`src/rtl/loader_pkg.sv`:
```
// Shared types for the boot-time program loader: FSM state encoding and
// the 2-bit error codes reported on err.
package loader_pkg;

  typedef enum logic [2:0] {
    IDLE,
    LEN_HI,
    LEN_LO,
    DATA,
    CSUM,
    RUN,
    ERR
  } loader_state_t;

  localparam logic [1:0] ERR_NONE = 2'b00;
  localparam logic [1:0] ERR_LEN  = 2'b01;
  localparam logic [1:0] ERR_CSUM = 2'b10;

endpackage

```
`src/rtl/prog_loader.sv`:
```
// Boot loader: parses a length / payload / XOR-checksum byte frame, writes the
// payload into program memory from address 0 and releases the CPU on success.
module prog_loader
  import loader_pkg::*;
#(
  parameter int SIZE = 256,
  parameter int AW   = 8
) (
  input  logic          clk,
  input  logic          rst,
  input  logic          load,
  input  logic          in_valid,
  input  logic [7:0]    in_data,
  output logic          in_ready,
  output logic          write,
  output logic [AW-1:0] writeaddr,
  output logic [7:0]    writevalue,
  output logic          cpu_rst,
  output logic          busy,
  output logic          done,
  output logic [1:0]    err
);

  localparam logic [15:0] SIZE_W = 16'(SIZE);

  loader_state_t state;
  logic [7:0]    len_hi;
  logic [AW:0]   len_r;
  logic [AW:0]   cnt;
  logic [7:0]    csum;
  logic          rdy;

  logic          acc;
  logic [15:0]   len_full;
  logic [AW:0]   cnt_nxt;

  // rdy is the registered "receiving" flag; load blanks it in its own cycle
  // so an aborting pulse can never also consume a byte.
  assign in_ready = rdy & ~load;
  assign acc      = in_valid & in_ready;
  assign len_full = {len_hi, in_data};
  assign cnt_nxt  = cnt + 1'b1;

  always_ff @(posedge clk) begin
    if (!rst) begin
      state      <= IDLE;
      len_hi     <= '0;
      len_r      <= '0;
      cnt        <= '0;
      csum       <= '0;
      rdy        <= 1'b0;
      write      <= 1'b0;
      writeaddr  <= '0;
      writevalue <= '0;
      cpu_rst    <= 1'b1;
      busy       <= 1'b0;
      done       <= 1'b0;
      err        <= ERR_NONE;
    end else begin
      write <= 1'b0;
      if (load) begin
        state   <= LEN_HI;
        cnt     <= '0;
        csum    <= '0;
        rdy     <= 1'b1;
        busy    <= 1'b1;
        cpu_rst <= 1'b1;
        done    <= 1'b0;
        err     <= ERR_NONE;
      end else begin
        case (state)
          LEN_HI: begin
            if (acc) begin
              len_hi <= in_data;
              state  <= LEN_LO;
            end
          end
          LEN_LO: begin
            if (acc) begin
              len_r <= len_full[AW:0];
              if (len_full > SIZE_W) begin
                state <= ERR;
                err   <= ERR_LEN;
                rdy   <= 1'b0;
                busy  <= 1'b0;
              end else if (len_full == 16'd0) begin
                state <= CSUM;
              end else begin
                state <= DATA;
              end
            end
          end
          DATA: begin
            if (acc) begin
              write      <= 1'b1;
              writeaddr  <= cnt[AW-1:0];
              writevalue <= in_data;
              csum       <= csum ^ in_data;
              cnt        <= cnt_nxt;
              if (cnt_nxt == len_r) state <= CSUM;
            end
          end
          CSUM: begin
            if (acc) begin
              rdy  <= 1'b0;
              busy <= 1'b0;
              if (in_data == csum) begin
                state   <= RUN;
                cpu_rst <= 1'b0;
                done    <= 1'b1;
              end else begin
                state <= ERR;
                err   <= ERR_CSUM;
              end
            end
          end
          default: ;
        endcase
      end
    end
  end

endmodule

```
`config.mk`:
```
export PLATFORM = sky130hd
export DESIGN_NAME = prog_loader
export DESIGN_NICKNAME = d
export VERILOG_FILES = /design/src/rtl/loader_pkg.sv /design/src/rtl/prog_loader.sv
export SDC_FILE = /design/constraint.sdc
export NUM_CORES = 1
export LEC_CHECK = 0
export ABC_AREA = 0
export BUFFER_PORTS_ARGS = -buffer_cell sky130_fd_sc_hd__buf_4
export CORE_MARGIN = 1.5
export CORE_UTILIZATION = 55
export CTS_BUF_LIST = sky130_fd_sc_hd__clkbuf_2 sky130_fd_sc_hd__clkbuf_4 sky130_fd_sc_hd__clkbuf_8
export CTS_CLUSTER_DIAMETER = 40
export DETAILED_ROUTE_END_ITERATION = 8
export PLACE_DENSITY = 0.83
export REMOVE_ABC_BUFFERS = 1
export SLEW_MARGIN = 15
export SYNTH_ARGS = -nofsm -noshare
export SYNTH_HDL_FRONTEND = slang
export SYNTH_SLANG_ARGS = --single-unit
```
`constraint.sdc`:
```
create_clock -name clk -period 4.3 [get_ports clk]
set_clock_uncertainty 0.05 [all_clocks]
set_input_delay 0.86 -clock clk [delete_from_list [all_inputs] [get_ports clk]]
set_output_delay 0.86 -clock clk [all_outputs]
set_load 0.1 [all_outputs]
```
# == Word-level counts from Yosys, hierarchy flattened ==
# Cells that the tools add are included.
# totals
regBits,59
output_inout_bits,23
# classes
n_addsub,1
eq_ne,19
bitwise_logic,6
magnitude_cmp,1
reduce_logical,16
mux,21
# ops
cell,count
3-bit two-way mux,7
3-bit inequality test (second input constant),6
16-bit by 9-bit > comparator with 1-bit output (second input constant),1
16-bit logical NOT,1
2-bit inequality test (second input constant),7
3-bit one-hot mux with 4 select lines,1
3-bit AND reduction,4
6-bit AND reduction,2
2-bit two-way mux,5
9-bit by 1-bit adder with 9-bit output (second input constant),1
9-bit == test,1
8-bit == test,1
8-bit bitwise XOR,1
3-bit by 2-bit == test with 1-bit output (second input constant),2
1-bit two-way mux,6
5-bit AND reduction,1
5-bit nonzero test,1
2-bit one-hot mux with 2 select lines,1
4-bit AND reduction,1
4-bit nonzero test,1
3-bit by 1-bit == test with 1-bit output (second input constant),1
3-bit == test (second input constant),1
1-bit inverter,3
3-bit nonzero test,1
other kinds (6),7

# == Logic depth before layout (Yosys ltp) ==
# logic_depth
word_depth,6
mapped_depth,8
ltp_nobuf,7

# == Least setup slack after synthesis ==
# OpenSTA, ideal clock, no wires.
# synth_timing
path_type,register -> register
from,register rdy
to,register cnt[5]
synth_period_minus_slack_ns,3.682
t_arrival_ns,3.504
path_stages_with_launch,9
setup_slack_ns,0.618
setup_ns,0.128
required_time_ns,4.122
cell_sequence,dfxtp_1 nor2b_1 and2_1 clkbuf_1 nand3_1 buf_2 nor3_1 xnor2_1 nor2_1
# synth_between
elab_chain_cells,3
# synth_rtl
element,line,text
start: declaration,prog_loader.sv:31,logic rdy;
start signal: assignment,prog_loader.sv:51,rdy <= 1'b0;
start signal: assignment,prog_loader.sv:65,rdy <= 1'b1;
start signal: assignment,prog_loader.sv:84,rdy <= 1'b0;
1-bit AND,prog_loader.sv:39,assign in_ready = rdy & ~load;
via in_ready,prog_loader.sv:14,"output logic in_ready,"
1-bit AND,prog_loader.sv:40,assign acc = in_valid & in_ready;
2-bit AND reduction (no source line),--,
end signal: assignment,prog_loader.sv:99,cnt <= cnt_nxt;
end: declaration,prog_loader.sv:29,logic [AW:0] cnt;
# The timed path passes the listed nets, and every way through them passes these cells.
# A chain may end at the register's enable or synchronous reset.

# == Final worst setup path ==
# layout_timing
from,input port load
to,register cnt[3]
# layout_between
elab_chain_cells,4
# layout_rtl
element,line,text
start: declaration,prog_loader.sv:11,"input logic load,"
1-bit inverter (no source line),--,
1-bit AND,prog_loader.sv:39,
1-bit AND,prog_loader.sv:40,
2-bit AND reduction (no source line),--,
# Several ways; a longest one is shown, not always the timed one.

==> summary.md <==
| Metric | Value |
|---|---|
| Grt ovf | `0` |
| Most common cell in the netlist | `dfxtp_1` |
| Core Area | `4786 µm²` |
| Avg WL per Cell | `13.57 µm` |
| Leak pwr | `0.001182 µW` |
| Post-synth EDFFs | `0` |
| Syn. warnings | `0` |
| RSZ-0062 raised after global routing | `no` |
| Final Hold Viols | `0` |
| Worst Hold Class | `reg2reg` |
| DR iter-0 viols | `154` |
| Seq pwr share | `49.6%` |
| First-pass GRT wire length | `9.453 mm` |
| Die X | `73.76 µm` |
| Primary FF master, synth | `dfxtp_1` |
| Final-stage net count | `361` |
| Die area | `5441 µm²` |
| WP data arrival | `2810 ps` |
| Clock tree buffer depth | `2` |
| Final Cycle Share | `61.85%` |
| Total track usage | `22.74%` |
| Initial DRT Pass Iterations | `4` |
| I/O Buffers | `34` |
| Setup crit end kind | `flip-flop` |
| Sequential share of the synthesized area | `42.89%` |
| Final count of pins violating max slew | `0` |
| Final GP Congestion | `0.7951` |
| Routed Wire Length | `5.701 mm` |
| Top post-synthesis cells by count | `dfxtp_1, nand2_1, a21boi_0, nor2_1, xnor2_1` |
| Placed cell count | `404` |
| Clock latency on the worst-skew pair | `350 ps` |
| Fillers | `406` |
| Synth unique cells | `45` |
| Largest net degree at the start of global routing | `38` |
| Final min period | `2660 ps` |
| Number of gates resized after cts | `0` |
| Post-DP HPWL | `3.926 mm` |
| Mapped cell area | `2754 µm²` |
| Max Clock Freq | `376.0 MHz` |
| Int Power | `856.0 µW` |
| Synth Instances | `318` |
| Final ANT Viol Nets | `0` |
| Finish-stage setup viols | `0` |
| Ports | `35` |
| CTS H-tree depth | `3` |
| Area growth syn-to-layout | `17.08%` |
| CTS buffer count | `9` |
| Via Count | `2297` |
| Slew at the pin closest to its max-slew limit | `893.6 ps` |
| Initial Util | `57.54%` |
| Async set-or-reset flop fraction in the synthesized netlist | `0%` |
| Clock power frac | `45.5%` |
| Synthesized area per cell | `8.660 µm²` |
| Root Buffer | `clkbuf_8` |
| PwrDens | `345.6 nW/µm²` |
| WS Path Type | `in2reg` |
| CTS tree | `built` |
| Setup TNS Final | `0 ps` |
| DR vias/cell | `5.469` |
| Die Ht | `73.76 µm` |
| Share of layout cells above drive strength 1 | `16.43%` |
| Clock Sinks | `59` |
| Synth area leaders | `dfxtp_1, a21boi_0, nand2_1, xnor2_1, xor2_1` |
| Switch share | `23.17%` |
| Rows | `25` |
| Yosys reg bits | `59` |
| Maximum VDD drop | `0.3073 mV` |
| Number of global-route vias before repair | `2138` |
| CP Max Fanout | `13` |
| Yosys top cell by area | `dfxtp_1` |
| Startpoint Class | `input port` |
| Max Cap Viol | `0` |
| Final cell count without fillers | `420` |
| Ant diodes | `0` |
| Initial antenna violation count | `0` |
| Top-area cell type share of the netlist area | `42.89%` |
| Headroom to the max-slew limit | `40.43%` |
| Crit path required time | `4460 ps` |
| Comb pwr share | `4.9%` |
| Run status | `completed` |
| DRC viols | `0` |
| Clk slew on worst S/H paths | `70 ps` |
| NetSw | `258.2 µW` |
| Post-CTS Hold Buffers | `0` |
| Post-CTS Setup Bufs | `0` |
## power groups by stage
stage	registers, µW	clock network [µW]	logic [µW]
2_1_floorplan	568	0	24.9
4_1_cts	552	513	54.4
5_1_grt	552	533	58.6
3_3_place_gp	564	0	53.6
3_5_place_dp	564	0	54.0
6_report	552	508	54.6
## metal layers
layer / GRT usage [%] / up-vias / part of all wire (%)
met1: 26.97 / 1071 / 45
li1: - / 1152 / -
met4: 12.35 / 0 / 2.4
met2: 38.64 / 60 / 49
met3: 4.115 / 14 / 4.0
met5: 0 / - / 0
## final cells by class
class                   instances  area [µm²]  area share [%]
multi-input cells             240        1484           46.02
flip-flops and latches         59        1181           36.63
repair buffers                 36       270.3           8.382
clock buffers                  11       145.1           4.501
well taps                      67       83.83           2.600
clock inverters                 5       52.55           1.630
inverters                       2       7.507          0.2328
## sequential cells by signal, summed over array words and instances, names as in the netlist
signal and flops:
done 1, cpu_rst 1, cnt 9, state 3, err 2, writevalue 8, rdy 1, len_r 9
write 1, len_hi 8, writeaddr 8, csum 8
## worst paths after layout
check	start	to	slack, ps	depth (start not counted)
max reg2reg	rdy$_SDFFE_PN0P_	cnt[3]$_SDFFE_PP0P_	1890	6
min reg2reg	writeaddr[3]$_SDFFE_PN0P_	writeaddr[3]$_SDFFE_PN0P_	410	2
min	writeaddr[3]$_SDFFE_PN0P_	writeaddr[3]$_SDFFE_PN0P_	410	2
max	load	cnt[3]$_SDFFE_PP0P_	1640	7
## cells in the final DEF, fill, tap and decap left out, types with 2 or more instances in the layout
| cell type | count |
|---|---|
| a211oi_1 | 2 |
| a21boi_0 | 28 |
| a21oi_1 | 8 |
| a31oi_1 | 2 |
| buf_4 | 36 |
| clkbuf_8 | 10 |
| clkinv_2 | 3 |
| dfxtp_1 | 59 |
| inv_1 | 2 |
| mux2i_1 | 9 |
| nand2_1 | 52 |
| nand2b_1 | 2 |
| nand3_1 | 17 |
| nand3_2 | 2 |
| nand4_1 | 5 |
| nor2_1 | 28 |
| nor2b_1 | 10 |
| nor3_1 | 4 |
| nor4_1 | 5 |
| o21ai_0 | 7 |
| or3_1 | 3 |
| xnor2_1 | 20 |
| xor2_1 | 15 |
## cell families (layout without fill, tap and decap cells)
kind of cell	after synthesis	after routing	synth area share, %
and+or+nand+nor	136	136	23.58
AOI/OAI and AO/OA	59	59	15.45
DFF	59	59	42.89
xor gates and xnor gates	35	35	11.13
buffers and inverters	19	54	3.226
muxes	9	9	3.271
adders and majority gates	1	1	0.4543
## metrics by stage
step / cell area (µm²) / setup WS, ps / hold WS (ps) / utilization (%) / power, µW
2_1_floorplan: 2673 / 101.5 / 405.3 / - / 593.4
3_3_place_gp: 3027 / 1407 / 398.7 / 63.24 / 617.8
3_5_place_dp: 3027 / 1292 / 406.3 / 63.24 / 618.5
4_1_cts: 3224 / 1659 / 416.0 / 67.37 / 1119
5_1_grt: 3224 / 1467 / 427.0 / 67.37 / 1144
6_report: 3224 / 1640 / 410.2 / 67.37 / 1114
## worst max-delay path: stages
cell,delay (ps)
buf_4,130
nor2b_1,150
and2_1,410
nand3_1,530
or3_1,530
xor2_1,150
nor2_1,50
Note: power is estimated with default switching activity, not from simulation.
